===== src/rtl/i2c_slave_sync_if.sv =====
// Pad-side and byte-handshake signals of the clocked I2C target.
// The slave modport is the target's view; the master modport is the pad/host side.
interface i2c_slave_sync_if;
  logic       scl_i;
  logic       sda_i;
  logic       scl_oe;
  logic       sda_oe;
  logic [7:0] rx_data;
  logic       rx_valid;
  logic       rx_ready;
  logic [7:0] tx_data;
  logic       tx_valid;
  logic       tx_ack;
  logic       addressed;
  logic       rw;
  logic       stop_det;
  logic       nack_det;

  modport slave (
    input  scl_i, sda_i, rx_ready, tx_data, tx_valid,
    output scl_oe, sda_oe, rx_data, rx_valid, tx_ack, addressed, rw, stop_det, nack_det
  );

  modport master (
    output scl_i, sda_i, rx_ready, tx_data, tx_valid,
    input  scl_oe, sda_oe, rx_data, rx_valid, tx_ack, addressed, rw, stop_det, nack_det
  );
endinterface


===== src/rtl/i2c_slave_sync.sv =====
// Clocked I2C target: synchronised and glitch-filtered SCL/SDA, 7-bit address match,
// byte valid/ready handshake for write and read data, optional SCL stretching.
module i2c_slave_sync #(
  parameter logic [6:0]  ADDR       = 7'h2A,
  parameter int unsigned FILT_LEN   = 3,
  parameter bit          STRETCH_EN = 1'b1,
  parameter logic [7:0]  TX_IDLE    = 8'hFF
) (
  input logic             clk,
  input logic             rst_n,
  i2c_slave_sync_if.slave bus
);
  // state     | meaning
  // IDLE      | wait START          ADDR    | shift address byte
  // ADDR_ACK  | drive address ACK   RX_BYTE | shift write byte      RX_ACK | drive ACK/NACK
  // TX_LOAD   | fetch read byte     TX_BYTE | drive read byte       TX_ACK | sample master ACK
  // WAIT_STOP | ignore bus until STOP/START
  typedef enum logic [3:0] {
    S_IDLE, S_ADDR, S_ADDR_ACK, S_RX_BYTE, S_RX_ACK,
    S_TX_LOAD, S_TX_BYTE, S_TX_ACK, S_WAIT_STOP
  } state_t;

  localparam logic [2:0] FILT_TC = 3'(FILT_LEN - 1);

  // index 0 = SCL, index 1 = SDA
  logic [1:0] s1_q, s2_q, f_q, f_d, fp_q;
  logic [2:0] fcnt_q [2];
  logic [2:0] fcnt_d [2];

  always_comb begin
    f_d = f_q;
    for (int i = 0; i < 2; i++) begin
      fcnt_d[i] = '0;
      if (s2_q[i] != f_q[i]) begin
        if (fcnt_q[i] == FILT_TC) f_d[i] = s2_q[i];
        else                      fcnt_d[i] = fcnt_q[i] + 3'd1;
      end
    end
  end

  always_ff @(posedge clk or negedge rst_n) begin
    if (!rst_n) begin
      s1_q   <= 2'b11;
      s2_q   <= 2'b11;
      f_q    <= 2'b11;
      fp_q   <= 2'b11;
      fcnt_q <= '{default: '0};
    end else begin
      s1_q   <= {bus.sda_i, bus.scl_i};
      s2_q   <= s1_q;
      f_q    <= f_d;
      fp_q   <= f_q;
      fcnt_q <= fcnt_d;
    end
  end

  logic scl_f, sda_f, scl_rise, scl_fall, start_ev, stop_ev;
  assign scl_f    = f_q[0];
  assign sda_f    = f_q[1];
  assign scl_rise = f_q[0] & ~fp_q[0];
  assign scl_fall = ~f_q[0] & fp_q[0];
  assign start_ev = f_q[0] & fp_q[0] & fp_q[1] & ~f_q[1];
  assign stop_ev  = f_q[0] & fp_q[0] & ~fp_q[1] & f_q[1];

  state_t     state_q, state_d;
  logic [2:0] cnt_q, cnt_d;
  logic [7:0] sh_q, sh_d, rx_data_q, rx_data_d, load_byte;
  logic       phase_q, phase_d, ack_q, ack_d;
  logic       sda_oe_q, sda_oe_d, scl_oe_q, scl_oe_d;
  logic       rx_valid_q, rx_valid_d, tx_ack_q, tx_ack_d;
  logic       addressed_q, addressed_d, rw_q, rw_d;
  logic       stop_det_q, stop_det_d, nack_det_q, nack_det_d;

  assign load_byte = bus.tx_valid ? bus.tx_data : TX_IDLE;

  always_comb begin
    state_d     = state_q;
    cnt_d       = cnt_q;
    sh_d        = sh_q;
    phase_d     = phase_q;
    ack_d       = ack_q;
    sda_oe_d    = sda_oe_q;
    scl_oe_d    = 1'b0;
    rx_data_d   = rx_data_q;
    rx_valid_d  = 1'b0;
    tx_ack_d    = 1'b0;
    addressed_d = addressed_q;
    rw_d        = rw_q;
    stop_det_d  = 1'b0;
    nack_det_d  = 1'b0;
    if (start_ev) begin
      state_d     = S_ADDR;
      cnt_d       = 3'd7;
      phase_d     = 1'b0;
      sda_oe_d    = 1'b0;
      addressed_d = 1'b0;
    end else if (stop_ev) begin
      state_d     = S_IDLE;
      sda_oe_d    = 1'b0;
      addressed_d = 1'b0;
      stop_det_d  = 1'b1;
    end else begin
      case (state_q)
        S_ADDR: if (scl_rise) begin
          sh_d  = {sh_q[6:0], sda_f};
          cnt_d = cnt_q - 3'd1;
          if (cnt_q == 3'd0) begin
            if (sh_q[6:0] == ADDR) begin
              state_d = S_ADDR_ACK;
              rw_d    = sda_f;
              phase_d = 1'b0;
            end else begin
              state_d = S_WAIT_STOP;
            end
          end
        end
        S_ADDR_ACK: if (scl_fall) begin
          if (!phase_q) begin
            sda_oe_d    = 1'b1;
            addressed_d = 1'b1;
            phase_d     = 1'b1;
          end else begin
            sda_oe_d = 1'b0;
            phase_d  = 1'b0;
            cnt_d    = 3'd7;
            state_d  = rw_q ? S_TX_LOAD : S_RX_BYTE;
          end
        end
        S_RX_BYTE: if (scl_rise) begin
          sh_d  = {sh_q[6:0], sda_f};
          cnt_d = cnt_q - 3'd1;
          if (cnt_q == 3'd0) begin
            rx_data_d  = {sh_q[6:0], sda_f};
            rx_valid_d = 1'b1;
            ack_d      = bus.rx_ready;
            phase_d    = 1'b0;
            state_d    = S_RX_ACK;
          end
        end
        S_RX_ACK: if (scl_fall) begin
          if (!phase_q) begin
            sda_oe_d = ack_q;
            phase_d  = 1'b1;
          end else begin
            sda_oe_d = 1'b0;
            phase_d  = 1'b0;
            state_d  = ack_q ? S_RX_BYTE : S_WAIT_STOP;
          end
        end
        // first bit goes out while SCL is low; SCL is let go one clk later so SDA leads it
        S_TX_LOAD: if (!scl_f) begin
          if (bus.tx_valid || !STRETCH_EN) begin
            sh_d     = load_byte;
            sda_oe_d = ~load_byte[7];
            tx_ack_d = bus.tx_valid;
            scl_oe_d = scl_oe_q;
            cnt_d    = 3'd7;
            state_d  = S_TX_BYTE;
          end else begin
            scl_oe_d = 1'b1;
          end
        end
        S_TX_BYTE: if (scl_fall) begin
          if (cnt_q == 3'd0) begin
            sda_oe_d = 1'b0;
            phase_d  = 1'b0;
            state_d  = S_TX_ACK;
          end else begin
            sh_d     = {sh_q[6:0], 1'b0};
            sda_oe_d = ~sh_q[6];
            cnt_d    = cnt_q - 3'd1;
          end
        end
        S_TX_ACK: begin
          if (scl_rise && !phase_q) begin
            if (sda_f) begin
              nack_det_d = 1'b1;
              state_d    = S_WAIT_STOP;
            end else begin
              phase_d = 1'b1;
            end
          end else if (scl_fall && phase_q) begin
            phase_d = 1'b0;
            state_d = S_TX_LOAD;
          end
        end
        S_IDLE, S_WAIT_STOP: ;
        default: state_d = S_IDLE;
      endcase
    end
  end

  always_ff @(posedge clk or negedge rst_n) begin
    if (!rst_n) begin
      state_q     <= S_IDLE;
      cnt_q       <= 3'd7;
      sh_q        <= '0;
      phase_q     <= 1'b0;
      ack_q       <= 1'b0;
      sda_oe_q    <= 1'b0;
      scl_oe_q    <= 1'b0;
      rx_data_q   <= '0;
      rx_valid_q  <= 1'b0;
      tx_ack_q    <= 1'b0;
      addressed_q <= 1'b0;
      rw_q        <= 1'b0;
      stop_det_q  <= 1'b0;
      nack_det_q  <= 1'b0;
    end else begin
      state_q     <= state_d;
      cnt_q       <= cnt_d;
      sh_q        <= sh_d;
      phase_q     <= phase_d;
      ack_q       <= ack_d;
      sda_oe_q    <= sda_oe_d;
      scl_oe_q    <= scl_oe_d;
      rx_data_q   <= rx_data_d;
      rx_valid_q  <= rx_valid_d;
      tx_ack_q    <= tx_ack_d;
      addressed_q <= addressed_d;
      rw_q        <= rw_d;
      stop_det_q  <= stop_det_d;
      nack_det_q  <= nack_det_d;
    end
  end

  assign bus.sda_oe    = sda_oe_q;
  assign bus.scl_oe    = scl_oe_q;
  assign bus.rx_data   = rx_data_q;
  assign bus.rx_valid  = rx_valid_q;
  assign bus.tx_ack    = tx_ack_q;
  assign bus.addressed = addressed_q;
  assign bus.rw        = rw_q;
  assign bus.stop_det  = stop_det_q;
  assign bus.nack_det  = nack_det_q;
endmodule


===== src/flat_wrapper.sv =====
// flat-port wrapper written by rule: the top's interface ports become plain ports
module i2c_slave_sync_flat 
#(
  parameter logic [6:0]  ADDR       = 7'h2A,
  parameter int unsigned FILT_LEN   = 3,
  parameter bit          STRETCH_EN = 1'b1,
  parameter logic [7:0]  TX_IDLE    = 8'hFF
)
  (clk, rst_n, bus_scl_i, bus_sda_i, bus_rx_ready, bus_tx_data, bus_tx_valid, bus_scl_oe, bus_sda_oe, bus_rx_data, bus_rx_valid, bus_tx_ack, bus_addressed, bus_rw, bus_stop_det, bus_nack_det);
  i2c_slave_sync_if bus_i ();
  input logic clk;
  input logic rst_n;
  input wire logic [$bits(bus_i.scl_i)-1:0] bus_scl_i;
  input wire logic [$bits(bus_i.sda_i)-1:0] bus_sda_i;
  input wire logic [$bits(bus_i.rx_ready)-1:0] bus_rx_ready;
  input wire logic [$bits(bus_i.tx_data)-1:0] bus_tx_data;
  input wire logic [$bits(bus_i.tx_valid)-1:0] bus_tx_valid;
  output wire logic [$bits(bus_i.scl_oe)-1:0] bus_scl_oe;
  output wire logic [$bits(bus_i.sda_oe)-1:0] bus_sda_oe;
  output wire logic [$bits(bus_i.rx_data)-1:0] bus_rx_data;
  output wire logic [$bits(bus_i.rx_valid)-1:0] bus_rx_valid;
  output wire logic [$bits(bus_i.tx_ack)-1:0] bus_tx_ack;
  output wire logic [$bits(bus_i.addressed)-1:0] bus_addressed;
  output wire logic [$bits(bus_i.rw)-1:0] bus_rw;
  output wire logic [$bits(bus_i.stop_det)-1:0] bus_stop_det;
  output wire logic [$bits(bus_i.nack_det)-1:0] bus_nack_det;
  assign bus_i.scl_i = bus_scl_i;
  assign bus_i.sda_i = bus_sda_i;
  assign bus_i.rx_ready = bus_rx_ready;
  assign bus_i.tx_data = bus_tx_data;
  assign bus_i.tx_valid = bus_tx_valid;
  assign bus_scl_oe = bus_i.scl_oe;
  assign bus_sda_oe = bus_i.sda_oe;
  assign bus_rx_data = bus_i.rx_data;
  assign bus_rx_valid = bus_i.rx_valid;
  assign bus_tx_ack = bus_i.tx_ack;
  assign bus_addressed = bus_i.addressed;
  assign bus_rw = bus_i.rw;
  assign bus_stop_det = bus_i.stop_det;
  assign bus_nack_det = bus_i.nack_det;
  i2c_slave_sync #(.ADDR(ADDR), .FILT_LEN(FILT_LEN), .STRETCH_EN(STRETCH_EN), .TX_IDLE(TX_IDLE)) u_core (.clk(clk), .rst_n(rst_n), .bus(bus_i));
endmodule

===== config.mk =====
export PLATFORM = sky130hd
export DESIGN_NAME = i2c_slave_sync_flat
export DESIGN_NICKNAME = d
export VERILOG_FILES = /design/src/rtl/i2c_slave_sync_if.sv /design/src/rtl/i2c_slave_sync.sv /design/src/flat_wrapper.sv
export SDC_FILE = /design/constraint.sdc
export NUM_CORES = 1
export LEC_CHECK = 0
export ABC_AREA = 0
export BUFFER_PORTS_ARGS = -buffer_cell sky130_fd_sc_hd__buf_2
export CAP_MARGIN = 10
export CORE_UTILIZATION = 40
export DETAILED_ROUTE_END_ITERATION = 10
export GPL_ROUTABILITY_DRIVEN = 1
export PLACE_DENSITY = 0.62
export SYNTH_ARGS = -nofsm -noshare
export SYNTH_HDL_FRONTEND = slang
export SYNTH_SLANG_ARGS = --single-unit

===== constraint.sdc =====
create_clock -name clk -period 3 [get_ports clk]
set_input_delay 0 -clock clk [delete_from_list [all_inputs] [get_ports clk]]
set_output_delay 0 -clock clk [all_outputs]
set_load 0.02 [all_outputs]

==> run metrics <==
result of the run completed; initial core utilization 41.4%; part of the power in registers 43.8%; number of DRC markers in iteration 0 212; Die Footprint 0.00687 mm2; # rows 29; Slew @ Worst Pin 0.971 ns; WHS 0.0550 ns; buffers plus inverters on the worst setup path 0; combinational share of power 39.6%; main flop type after synthesis dfrtp_1; switching share of total power 41.4%; Total Wirelength 5.47 mm; Mapped Nets 274; launch point of the worst path u_core.state_q[2]; Reg2Reg Depth 5; initial antenna violation count 0; GR Util All Layers 17.0%; share of cells above drive strength 1 25.4%; post-synthesis sequential area ratio 44.5%; Synth Area in XOR/XNOR 1.67%; WP depth 5; Avg WL per Cell 15.2 um; post-synthesis adder-cell area fraction 0.956%; root buf cell clkbuf_8; Final Wtd Congestion 0.903; clk_lat worst skew 0.30 ns; NumNets Final 298; EDFF count, synth 0; Clk pwr share 16.6%; Pwr Density 835 mW/mm2; Cells after Synth 258; FFs w/ async S/R, synth 100%; r2r setup slk 0.70 ns; average cell area after synthesis 10.1 um2; post-synth top area cell dfrtp_1; via count 1992; Post-Route Skew 0.00548 ns; TritonCTS clock tree built; Synth Area in Compound Gates 18.1%; first-pass GRT wire length 9.36 mm; Yosys reg bits 46; worst relative slew slack 35.2%; top-count cell post-synth dfrtp_1; CP endpoint kind flop; CP endpoint u_core.sh_q[3]; Max Cap Viol 0; peak supply drop 0.561 mV; Worst Path Required 3.20 ns; Ports 30; Post-Synth Simple-Gate Area 19.3%; Inserted Clock Buffers 5; core area 0.00631 mm2; fmax 0.435 GHz; die height 82.9 um; worst hold path class in2reg; dominant cells by area after synthesis dfrtp_1 (33%), dfstp_2 (11%), mux2_4 (3.4%), mux2_1 (3.0%), nor2_1 (2.7%); Pint 1.42 mW; largest net degree at the start of global routing 47; final setup vio count 0; fin util 45.9%; vias in the first global route 1942; reg2reg end u_core.sh_q[3]; largest family of logic cells by synthesized area simple AND/OR/NAND/NOR gates; Final Worst Setup Slack 0.700 ns; Synth-to-Final Area Change 10.7%; Final HPWL DP 3.90 mm; leakage power 1.36 nW; fraction of synthesized area in multiplexers 9.47%; CP Cell Sequence and4bb_4 > o21ai_2 > o311a_2 > nand3_4 > mux2_4; area share of the largest cell type after synthesis 33.5%; NetSw 1.00 mW; final cycle utilization of the critical path 76.7%; delay-heaviest family, CP flip-flops; post-synthesis cell type count 64; n_diodes 0; fin crit period 2.30 ns; RSZ-0062 raised after global routing false; max incr delay on CP 0.91 ns; Post-Syn Area 0.00262 mm2; Design Power 2.42 mW; Post-DRT Antenna Nets 0; WS Path Type reg2reg; fillers 632; Max Transition Viols Final 0; Reg2Reg Launch Point u_core.state_q[2]; crit start category flop; most common library cells after synthesis dfrtp_1 (35), nor2_1 (19), inv_1 (14), nand2_1 (14), a21oi_1 (12); final hold violations 0; Residual DRC 0; setup_tns 0 ns; port bufs 29; Die Width 82.9 um; DRT Pass-1 Iters 4; Ys Warns 0; CP max FO 26; H-tree Lvls 2; CTS Buffer Depth 2; DR vias/cell 5.53; Slowest cell on crit path dfrtp_1; Crit path arrival time 2.50 ns; pre-CTS WS 0.749 ns; GRT overflow 0; clock-pin slew on the worst setup and hold paths 0.09 ns; post-CTS sizing 0; clock sinks 46
## cell families (layout without fill, tap and decap cells)
logic type	after synthesis	in the layout
AO/OA/AOI/OAI	65	65
XOR/XNOR	5	5
adder cells (fa/ha/maj)	2	2
buffers and inverters	31	56
flip-flops	46	46
multiplexers	20	20
AND/OR/NAND/NOR	89	89
## worst register-to-register path, delay by kind of cell (launching register included)
kind	cells	cell delay, ns
flip-flops	1	0.91
AND/OR/NAND/NOR	2	0.65
AO/OA/AOI/OAI	2	0.32
multiplexers	1	0.32
## cell usage in the layout (no fill, tap or decap), drive strengths merged, types with 9 or more instances in the layout
cell type | Yosys | final
nor3 | 11 | 11
dfstp | 11 | 11
mux2 | 17 | 17
dfrtp | 35 | 35
a31oi | 9 | 9
nor2 | 19 | 19
buf | 15 | 30
nor2b | 9 | 9
nand2 | 15 | 15
a21oi | 13 | 13
o21ai | 16 | 16
inv | 14 | 15
## per-layer routing
| layer | wire (um) | global-route usage, % | up-vias |
|---|---|---|---|
| met4 | 107 | 7.21 | 0 |
| met5 | 0 | 0 | - |
| met3 | 308 | 4.27 | 9 |
| met2 | 2490 | 26.5 | 58 |
| li1 | - | - | 976 |
| met1 | 2560 | 22.5 | 949 |
## repair_timing
action,CTS,global route
setup buffers,0,0
hold buffers,4,0
hold endpoints to repair,38,0
## power by group through the flow
stage	logic, mW	registers (mW)	clock network (mW)
finish	0.956	1.06	0.402
global placement	0.940	1.07	0
detailed placement	0.945	1.06	0
floorplan	0.935	0.895	0
global route	1.06	1.09	0.445
CTS	0.952	1.06	0.422
## per-stage QoR
step | cell area, um2 | cells
final | 2900 | 360
after global routing | 2900 | 360
after CTS | 2900 | 360
after detailed placement | 2760 | 348
after global placement | 2760 | 348
after floorplan | 2620 | 258
## state kept, by name (all words and copies together) (netlist names), 2 cells and up
| register | flops |
|---|---|
| u_core.bus.rx_data | 8 |
| u_core.cnt_q | 3 |
| u_core.f_q | 2 |
| u_core.fcnt_q | 6 |
| u_core.fp_q | 2 |
| u_core.s1_q | 2 |
| u_core.s2_q | 2 |
| u_core.sh_q | 7 |
| u_core.state_q | 4 |
## worst min path at each step
stage                            start                 to  slack [ns]  cells past startpoint
after floorplan                  rst_n       u_core.ack_q       -0.30                      0
after global placement       bus_sda_i     u_core.s1_q[1]        0.11                      1
after detailed placement     bus_sda_i     u_core.s1_q[1]        0.11                      1
after CTS                 bus_tx_valid  u_core.bus.tx_ack        0.04                      2
after global routing      bus_tx_valid  u_core.bus.tx_ack        0.04                      2
final                     bus_tx_valid  u_core.bus.tx_ack        0.06                      2
## cell type report
| class | instances | area, um2 | area share (%) |
|---|---|---|---|
| clock inverters | 1 | 8.76 | 0.303 |
| repair buffers | 34 | 193 | 6.66 |
| well taps | 77 | 96.3 | 3.33 |
| flip-flops and latches | 46 | 1160 | 40.2 |
| multi-input cells | 181 | 1290 | 44.7 |
| clock buffers | 7 | 86.3 | 2.98 |
| inverters | 14 | 52.6 | 1.82 |
Power figures use the tool's default switching activity.
